$ cat src/rtl/dffre_pkg.sv
// Shared definitions for the dffre pipe family: occupancy-count width helper
// and the common valid/data handshake bundle.
package dffre_pkg;

  localparam int HS_DATA_W = 32;

  typedef struct packed {
    logic                 valid;
    logic [HS_DATA_W-1:0] data;
  } hs_t;

  function automatic int cnt_width(input int n);
    return $clog2(n + 1);
  endfunction

endpackage

$ cat src/rtl/dffre_pipe_stage.sv
// One pipeline slot: a valid bit plus a data register. Flush clears only the
// valid bit; data is touched only on load or reset.
module dffre_pipe_stage #(
  parameter int               WIDTH     = 32,
  parameter logic [WIDTH-1:0] RESET_VAL = {WIDTH{1'b0}}
) (
  input  logic             clk,
  input  logic             rst,
  input  logic             flush,
  input  logic             load,
  input  logic             clear,
  input  logic [WIDTH-1:0] load_data,
  output logic             valid,
  output logic [WIDTH-1:0] data
);

  logic             valid_r;
  logic [WIDTH-1:0] data_r;

  // valid bit: load wins over clear so a simultaneous pop and refill stays full
  always_ff @(posedge clk) begin
    if (rst) begin
      valid_r <= 1'b0;
    end else if (flush) begin
      valid_r <= 1'b0;
    end else if (load) begin
      valid_r <= 1'b1;
    end else if (clear) begin
      valid_r <= 1'b0;
    end else begin
      valid_r <= valid_r;
    end
  end

  // data register: stale contents of an emptied slot are held
  always_ff @(posedge clk) begin
    if (rst) begin
      data_r <= RESET_VAL;
    end else if (!flush && load) begin
      data_r <= load_data;
    end else begin
      data_r <= data_r;
    end
  end

  assign valid = valid_r;
  assign data  = data_r;

endmodule

$ cat src/rtl/dffre_pipe.sv
// Multi-stage valid/ready pipeline register with bubble collapsing, flush,
// programmable reset value and a registered occupancy count.
module dffre_pipe
  import dffre_pkg::*;
#(
  parameter  int               WIDTH     = 32,
  parameter  int               STAGES    = 2,
  parameter  logic [WIDTH-1:0] RESET_VAL = {WIDTH{1'b0}},
  localparam int               CNT_W     = cnt_width(STAGES)
) (
  input  logic             clk,
  input  logic             rst,
  input  logic             flush,
  input  logic             in_valid,
  output logic             in_ready,
  input  logic [WIDTH-1:0] in_data,
  output logic             out_valid,
  input  logic             out_ready,
  output logic [WIDTH-1:0] out_data,
  output logic [CNT_W-1:0] count
);

  logic [STAGES-1:0] v_s;
  logic [STAGES-1:0] adv_s;
  logic [STAGES-1:0] load_s;
  logic [STAGES-1:0] nv_s;
  logic [WIDTH-1:0]  data_s [STAGES];
  logic              carry_s;
  logic              in_ready_s;
  logic [CNT_W-1:0]  cnt_nxt_s;
  logic [CNT_W-1:0]  count_r;

  // advance chain, walked from the output end so a stage may fill a hole
  // ahead of it even while the stages behind the hole stall
  always_comb begin
    adv_s            = {STAGES{1'b0}};
    carry_s          = v_s[STAGES-1] & out_ready;
    adv_s[STAGES-1]  = carry_s;
    for (int i = STAGES - 2; i >= 0; i--) begin
      carry_s  = v_s[i] & (~v_s[i+1] | carry_s);
      adv_s[i] = carry_s;
    end
  end

  assign in_ready_s = ~v_s[0] | adv_s[0];

  for (genvar g = 0; g < STAGES; g++) begin : g_stage
    logic [WIDTH-1:0] src_s;
    if (g == 0) begin : g_head
      assign load_s[g] = in_valid & in_ready_s;
      assign src_s     = in_data;
    end else begin : g_body
      assign load_s[g] = adv_s[g-1];
      assign src_s     = data_s[g-1];
    end

    dffre_pipe_stage #(
      .WIDTH     (WIDTH),
      .RESET_VAL (RESET_VAL)
    ) u_stage (
      .clk       (clk),
      .rst       (rst),
      .flush     (flush),
      .load      (load_s[g]),
      .clear     (adv_s[g]),
      .load_data (src_s),
      .valid     (v_s[g]),
      .data      (data_s[g])
    );
  end

  // popcount of the post-edge valid vector, so count tracks the valid bits
  always_comb begin
    nv_s      = load_s | (v_s & ~adv_s);
    cnt_nxt_s = {CNT_W{1'b0}};
    for (int i = 0; i < STAGES; i++) begin
      cnt_nxt_s = cnt_nxt_s + CNT_W'(nv_s[i]);
    end
  end

  // occupancy count register
  always_ff @(posedge clk) begin
    if (rst) begin
      count_r <= {CNT_W{1'b0}};
    end else if (flush) begin
      count_r <= {CNT_W{1'b0}};
    end else begin
      count_r <= cnt_nxt_s;
    end
  end

  assign in_ready  = in_ready_s;
  assign out_valid = v_s[STAGES-1];
  assign out_data  = data_s[STAGES-1];
  assign count     = count_r;

endmodule

$ cat config.mk
export PLATFORM = sky130hd
export DESIGN_NAME = dffre_pipe
export DESIGN_NICKNAME = d
export VERILOG_FILES = /design/src/rtl/dffre_pkg.sv /design/src/rtl/dffre_pipe_stage.sv /design/src/rtl/dffre_pipe.sv
export SDC_FILE = /design/constraint.sdc
export NUM_CORES = 1
export LEC_CHECK = 0
export ABC_AREA = 1
export BUFFER_PORTS_ARGS = -buffer_cell sky130_fd_sc_hd__buf_4
export CORE_ASPECT_RATIO = 2
export CORE_MARGIN = 3
export CORE_UTILIZATION = 25
export DETAILED_ROUTE_END_ITERATION = 6
export PLACE_DENSITY = 0.56
export SLEW_MARGIN = 20
export SYNTH_ARGS = -nofsm -noshare
export SYNTH_HDL_FRONTEND = slang
export SYNTH_SLANG_ARGS = --single-unit
export TNS_END_PERCENT = 20
$ cat constraint.sdc
create_clock -name clk -period 2.15 [get_ports clk]
set_clock_uncertainty 0.1 [all_clocks]
set_input_delay 0.215 -clock clk [delete_from_list [all_inputs] [get_ports clk]]
set_output_delay 0.215 -clock clk [all_outputs]
set_load 0.005 [all_outputs]
Word-level counts from Yosys, hierarchy flattened

Index checks and enable logic that the tools add are counted.

Bitwise logic cells: 10
Reductions and logical operators: 6
Muxes and demuxes: 4
$add $sub $neg: 1

Operators by type and width:

| operator            | number |
|---|---|
| $mux W1             | 4 |
| $reduce_bool A2 Y1  | 2 |
| $and A1 B1 Y1       | 3 |
| $add A1 B1 Y2       | 1 |
| $and A2 B2 Y2       | 1 |
| $logic_and A1 B1 Y1 | 2 |
| $not A1 Y1          | 2 |
| $not A2 Y2          | 1 |
| $or A1 B1 Y1        | 2 |
| $or A2 B2 Y2        | 1 |
| $reduce_or A2 Y1    | 1 |
| $logic_not A1 Y1    | 1 |

Register bits after elaboration: 68
Logic and storage cells: 26

Longest topological paths before layout

Gate-level depths: netlist of the first run.

Word-level depth: 7
Gate-level depth with buffers: 8
Mapped depth without buffers: 6

By module

Synthesis of the first run repeated with hierarchy kept, for this count alone.

Cell total of the unflattened synthesis: 445
Area total of the unflattened synthesis: 2965.3 µm²

Modules (own cells, without submodules):

| module           | instances | cells an instance | area an instance (µm²) |
|---|---|---|---|
| dffre_pipe_stage | 2         | 214               | 1422.6 |
| dffre_pipe       | 1         | 17                | 120.1 |

Worst setup path before layout of the first run

No wires, ideal clock.

Path kind: reg2reg
From: register g_stage[1].u_stage.valid_r
To: register count_r[0], in the netlist count[0]
Period minus slack after synthesis: 1409 ps
Library setup time: 111 ps
Buffers on the path: 2
Data arrival time: 1199 ps
Cell stages (with the launch flop): 8
Setup slack: 741 ps
Cells stage by stage: dfxtp_1 nand3_1 buf_4 buf_2 nand2_1 ha_1 inv_1 nor2_1

Longest elaborated chain between the ends: 7

RTL lines:

| what                                               | RTL line                           | RTL |
|---|---|---|
| start, declared                                    | dffre_pipe_stage.sv:17             | `logic valid_r;` |
| start signal, assigned                             | dffre_pipe_stage.sv:31             | `valid_r <= valid_r;` |
| $and A1 B1 Y1 / $not A1 Y1 (equally long branches) | dffre_pipe.sv:37, dffre_pipe.sv:40 |  |
| $or A1 B1 Y1 (*)                                   | dffre_pipe.sv:40                   | `carry_s = v_s[i] & (~v_s[i+1] \| carry_s);` |
| $and A1 B1 Y1 (*)                                  | dffre_pipe.sv:40                   |  |
| $or A1 B1 Y1 (*)                                   | dffre_pipe.sv:45                   | `assign in_ready_s = ~v_s[0] \| adv_s[0];` |
| named net in_ready                                 | dffre_pipe.sv:15                   | `output logic in_ready,` |
| $and A1 B1 Y1 (*)                                  | dffre_pipe.sv:50                   | `assign load_s[g] = in_valid & in_ready_s;` |
| $or A2 B2 Y2 (*)                                   | dffre_pipe.sv:74                   | `nv_s = load_s \| (v_s & ~adv_s);` |
| $add A1 B1 Y2 (*)                                  | dffre_pipe.sv:77                   | `cnt_nxt_s = cnt_nxt_s + CNT_W'(nv_s[i]);` |
| named net cnt_nxt_s[0]                             | dffre_pipe.sv:30                   | `logic [CNT_W-1:0] cnt_nxt_s;` |
| end signal, assigned                               | dffre_pipe.sv:84                   | `count_r <= {CNT_W{1'b0}};` |
| end signal, assigned                               | dffre_pipe.sv:86                   | `count_r <= {CNT_W{1'b0}};` |
| end signal, assigned                               | dffre_pipe.sv:88                   | `count_r <= cnt_nxt_s;` |
| end, declared                                      | dffre_pipe.sv:31                   | `logic [CNT_W-1:0] count_r;` |

Mark *: on every way through the listed nets, which the timed path passes. The rest lies on a longest branch.
A chain may end at the register's enable or synchronous reset.

Final worst setup path of the first run

From: register g_stage[1].u_stage.valid_r
To: output in_ready

Longest elaborated chain between the ends: 4

RTL lines:

| what                                               | RTL line |
|---|---|
| $and A1 B1 Y1 / $not A1 Y1 (equally long branches) | dffre_pipe.sv:37, dffre_pipe.sv:40 |
| $or A1 B1 Y1 (*)                                   | dffre_pipe.sv:40 |
| $and A1 B1 Y1 (*)                                  | dffre_pipe.sv:40 |
| $or A1 B1 Y1 (*)                                   | dffre_pipe.sv:45 |
| end, declared                                      | dffre_pipe.sv:15 |

Mark *: on every way between the ends. The rest lies on a longest branch, timed or not.

==> impl_metrics.env, run 1 <==
export IMPL_outcome="finished, final reports clean"
export IMPL_powerDensity_nw_per_um2=777
export IMPL_cp_slowest_cell="nand3_2"
export IMPL_timing_rr_start="g_stage[1].u_stage.valid"
export IMPL_dr_pass1_iters=4
export IMPL_ios=73
export IMPL_area_growth_pct=33.1
export IMPL_synthCells=406
export IMPL_fin_util_pct=34.3
export IMPL_synthSimpleGateAreaFrac_pct=31.9
export IMPL_min_from="rst"
export IMPL_antenna_found_initial=0
export IMPL_grt_pass1_vias=2588
export IMPL_slew_viol_final=0
export IMPL_clock_sinks=68
export IMPL_critPathCaptureType="output port"
export IMPL_via_count=2674
export IMPL_grt_usage_pct=11.5
export IMPL_cp_start_kind="register"
export IMPL_synth_compound_area_share_pct=11.3
export IMPL_cts_clk_slew_worst_paths_ns=0.06
export IMPL_synth_fa_ha_area_share_pct=0.427
export IMPL_r2r_end="g_stage[1].u_stage.data[17]"
export IMPL_place_area_um2=3620
export IMPL_rrSetupSlack_ns=0.62
export IMPL_postRouteAntennaNets=0
export IMPL_gp_congestion=0.764
export IMPL_hold_slack_ns=0.0969
export IMPL_die_h_um=159
export IMPL_drive_above_1_share_pct=21.7
export IMPL_drc=0
export IMPL_grt_pass1_wl_um=12000
export IMPL_cts_setup_buffers=0
export IMPL_syn_nets=444
export IMPL_clk_latency_ns=0.33
export IMPL_crit_path_max_fanout=20
export IMPL_cts_tree="yes"
export IMPL_critical_path_max_stage_delay_ns=0.38
export IMPL_finalNetCount=503
export IMPL_post_place_ws_ns=0.569
export IMPL_routedWlPerCell_um=11.7
export IMPL_required_ns=1.84
export IMPL_max_cap_violations=0
export IMPL_crit_arrival_ns=1.55
export IMPL_cts_hold_buf=0
export IMPL_grt_overflow_total=0
export IMPL_stdcell_area_um2=3900
export IMPL_peakVddDrop_mv=0.336
export IMPL_start_util_pct=25.8
export IMPL_synth_seq_cells=68
export IMPL_cts_buffers=9
export IMPL_synthesis_area_um2=2930
export IMPL_wirelength_um=7160
export IMPL_crit_chain="nand3_2 > buf_4 > buf_4"
export IMPL_core_area_um2=11400
export IMPL_max_freq_mhz=535
export IMPL_fin_ws_ns=0.282
export IMPL_ys_warn_count=0
export IMPL_criticalPathCategory="reg2out"
export IMPL_rows=55
export IMPL_synth_distinct_cells=15
export IMPL_path_common_cell="buf_4"
export IMPL_finalCritPeriodShare_pct=86.9
export IMPL_min_to="count[0]"
export IMPL_synth_top_family_by_area="simple AND/OR/NAND/NOR gates"
export IMPL_die_area_um2=13100
export IMPL_critPathBufInv=2
export IMPL_synth_seq_area_share_pct=46.5
export IMPL_grt_setup_unrepaired="no"
export IMPL_ctsResizeCount=0
export IMPL_cts_root_buf="clkbuf_16"
export IMPL_hold_violations=0
export IMPL_drtIter0Drc=168
export IMPL_cts_max_path_buffers=2
export IMPL_dieWidth_um=82.5
export IMPL_io_buffers=72
export IMPL_syn_area_per_cell_um2=7.21
export IMPL_hold_path_depth=3
export IMPL_cp_top_family="buffers and inverters"
export IMPL_leakage_nw=1.83
export IMPL_viasPerCell=4.37
export IMPL_slew_headroom_pct=60.1
export IMPL_setup_tns_ns=0
export IMPL_min_period_ns=1.87
export IMPL_hold_path_class="in2reg"
export IMPL_worstMarginPinSlew_ns=0.597
export IMPL_grt_max_degree=65
export IMPL_synth_xor_area_share_pct=0
export IMPL_setup_viol=0
export IMPL_synth_mux_area_share_pct=0
export IMPL_htreeDepth=3
export IMPL_dpl_hpwl_um=4880
export IMPL_worstRegToRegCells=5
export IMPL_diodes=0
==> stage by stage <==
step | power [mW] | cells
after CTS | 3.08 | 612
after global placement | 1.69 | 596
after detailed placement | 1.70 | 596
after global routing | 3.19 | 612
after floorplan | 1.56 | 406
final | 3.03 | 612
==> area by class of cell <==
class / instances / area, µm²
Multi-Input combinational cell: 268 / 1280
Sequential cell: 68 / 1360
Inverter: 38 / 143
Timing Repair Buffer: 80 / 651
Fill cell: 1268 / 7450
Tap cell: 142 / 178
Clock buffer: 9 / 225
Clock inverter: 7 / 58.8
==> layout by cell type, fill, tap and decap left out, types with 2 or more instances in the layout <==
cell type,instances
buf_4,76
dfxtp_1,68
nand2_1,66
a21oi_1,66
nor2_1,66
inv_1,37
nand3b_1,32
nand3_1,32
clkbuf_16,9
buf_12,4
inv_6,3
nor2_4,2
clkinvlp_4,2
clkinv_4,2
==> power breakdown <==
part           total [mW]  leakage [nW]  switching, mW  internal, mW
clock network        1.37         0.133          0.571         0.795
logic               0.310          1.14          0.150         0.161
registers            1.35         0.557         0.0304          1.32
total                3.03          1.83          0.751          2.28
==> flip-flops by register name, indices dropped and copies added (netlist names) <==
| register | flops |
|---|---|
| g_stage.u_stage.data | 64 |
| count | 2 |
| g_stage.u_stage.valid | 2 |
==> layer usage <==
layer / part of all wire (%) / vias up / track usage (%)
met5: 0 / - / 0
li1: - / 1413 / -
met4: 2.0 / 0 / 5.36
met3: 4.0 / 9 / 2.38
met1: 43 / 1202 / 13.7
met2: 51 / 50 / 19.3
==> kinds of logic after synthesis <==
group                    Yosys count
AND/OR/NAND/NOR                  201
flip-flops                        68
AO/OA/AOI/OAI                     66
adder cells (fa/ha/maj)            1
buffers and inverters             70
==> worst max path at each step <==
stage,startpoint,cells after the start,endpoint
after detailed placement,out_ready,5,in_ready
after floorplan,g_stage[1].u_stage.valid,7,count[0]
after global placement,out_ready,7,g_stage[1].u_stage.data[17]
after CTS,g_stage[1].u_stage.valid,3,in_ready
final,g_stage[1].u_stage.valid,3,in_ready
after global routing,g_stage[1].u_stage.valid,3,in_ready
==> synthesized netlist by cell type <==
library cell	number	area share [%]
dfxtp_1	68	46
nand2_1	67	8.6
a21oi_1	66	11
nor2_1	66	8.5
inv_1	37	4.7
nand3_1	33	5.6
nand3b_1	32	8.2
buf_2	20	3.4
buf_1	6	0.77
clkbuf_1	5	0.64
nor2_4	2	0.77
buf_4	1	0.26
ha_1	1	0.43
inv_2	1	0.13
or2_2	1	0.21
==> worst reg2reg max path: cells and delay by family, from the launching register on <==
kind                   cells  cell delay, ns
AND/OR/NAND/NOR            4            0.71
flip-flops                 1            0.33
buffers and inverters      1            0.29
No activity file was read; power rests on OpenSTA's default activity.
==> run 2: changes to the inputs <==
clock period = 1.9 ns   (was 2.15 ns; I/O delays follow)
==> impl_metrics.env, run 2 (same netlist as run 1, synthesis figures left out) <==
export IMPL_outcome="finished, final reports clean"
export IMPL_place_inst=595
export IMPL_drc=0
export IMPL_viasPerCell=4.43
export IMPL_grt_pass1_vias=2619
export IMPL_clock_sinks=68
export IMPL_grt_usage_pct=11.8
export IMPL_slew_viol_final=0
export IMPL_cts_setup_buffers=0
export IMPL_dpl_hpwl_um=4710
export IMPL_largest_reg_flops=64
export IMPL_grt_pass1_wl_um=12100
export IMPL_io_buffers=72
export IMPL_finalCritPeriodShare_pct=84.7
export IMPL_fillerInstances=1240
export IMPL_die_area_um2=13100
export IMPL_slew_headroom_pct=68.9
export IMPL_cp_slowest_cell="buf_4"
export IMPL_start_util_pct=25.8
export IMPL_path_common_cell="buf_4"
export IMPL_drive_above_1_share_pct=21.5
export IMPL_grt_setup_unrepaired="no"
export IMPL_worstMarginPinSlew_ns=0.465
export IMPL_criticalPathCategory="reg2out"
export IMPL_max_cap_violations=0
export IMPL_leakage_nw=1.81
export IMPL_setup_viol=0
export IMPL_hold_violations=0
export IMPL_dr_pass1_iters=4
export IMPL_ctsResizeCount=0
export IMPL_cts_tree="yes"
export IMPL_mostFrequentLayoutCells="buf_4 (75), dfxtp_1 (68), nand2_1 (66), a21oi_1 (66), nor2_1 (66)"
export IMPL_gp_congestion=0.748
export IMPL_htreeDepth=3
export IMPL_via_count=2707
export IMPL_crit_arrival_ns=1.32
export IMPL_crit_chain="nand3_2 > buf_4 > buf_4"
export IMPL_routedWlPerCell_um=11.9
export IMPL_cts_max_path_buffers=2
export IMPL_max_freq_mhz=621
export IMPL_grt_max_degree=65
export IMPL_critical_path_max_stage_delay_ns=0.37
export IMPL_postRouteAntennaNets=0
export IMPL_grt_overflow_total=0
export IMPL_final_common_cell="buf_4"
export IMPL_crit_path_max_fanout=38
export IMPL_hold_path_class="in2reg"
export IMPL_required_ns=1.61
export IMPL_cts_buffers=9
export IMPL_cts_root_buf="clkbuf_16"
export IMPL_clk_latency_ns=0.33
export IMPL_ios=73
export IMPL_final_cells=611
export IMPL_critPathCaptureType="output port"
export IMPL_rows=55
export IMPL_die_h_um=159
export IMPL_dieWidth_um=82.5
export IMPL_min_period_ns=1.61
export IMPL_diodes=0
export IMPL_setup_tns_ns=0
export IMPL_peakVddDrop_mv=0.403
export IMPL_core_area_um2=11400
export IMPL_cp_start_kind="register"
export IMPL_wirelength_um=7280
export IMPL_drtIter0Drc=174
export IMPL_cts_hold_buf=0
export IMPL_finalNetCount=502
export IMPL_powerDensity_nw_per_um2=904
export IMPL_cts_clk_slew_worst_paths_ns=0.06
export IMPL_antenna_found_initial=0
export IMPL_area_growth_pct=33.5
run 2: where the power goes:
group	switching [mW]	leakage, nW	total (mW)	internal, mW
registers	0.0353	0.557	1.53	1.50
clock network	0.630	0.130	1.65	1.02
logic	0.168	1.13	0.352	0.183
run 2: worst max-delay path, delay by kind of cell (launching register included):
family | cells | cell delay [ns]
buffers and inverters | 2 | 0.56
flip-flops | 1 | 0.34
AND/OR/NAND/NOR | 1 | 0.10
run 2: area by class of cell:
type	count	area, µm²	area share, %
multi-input cells	268	1280	32.8
repair buffers	79	643	16.4
clock inverters	7	76.3	1.95
clock buffers	9	225	5.76
flip-flops and latches	68	1360	34.8
well taps	142	178	4.54
inverters	38	143	3.65
run 2: stage by stage:
| stage | hold WS [ns] | util (%) | power (mW) | area, µm² | setup WS [ns] |
|---|---|---|---|---|---|
| 6_report | 0.0691 | 34.4 | 3.53 | 3910 | 0.290 |
| 5_1_grt | 0.0849 | 34.4 | 3.70 | 3910 | 0.180 |
| 4_1_cts | 0.0545 | 34.4 | 3.60 | 3910 | 0.265 |
| 3_5_place_dp | 0.361 | 31.8 | 1.92 | 3610 | 0.564 |
| 3_3_place_gp | 0.353 | 31.8 | 1.92 | 3610 | 0.600 |
| 2_1_floorplan | 0.273 | - | 1.77 | 2930 | 0.491 |
run 2: path summary, 6_finish.rpt:
kind,endpoint,start,slack [ns],depth (start not counted)
setup / recovery,in_ready,g_stage[1].u_stage.valid,0.29,3
hold / removal,g_stage[0].u_stage.data[0],in_data[0],0.07,5
setup reg to reg,g_stage[1].u_stage.data[30],g_stage[1].u_stage.valid,0.55,5
hold reg to reg,g_stage[0].u_stage.data[20],g_stage[0].u_stage.data[20],0.37,2
run 2: metal layers:
layer	vias to the layer above	routed length, µm	share of wire [%]	global-route usage [%]
met1	1227	3140	43	14.0
li1	1412	-	-	-
met4	0	195	2.7	6.10
met2	55	3610	50	19.3
met3	13	341	4.7	2.60
met5	-	0	0	0
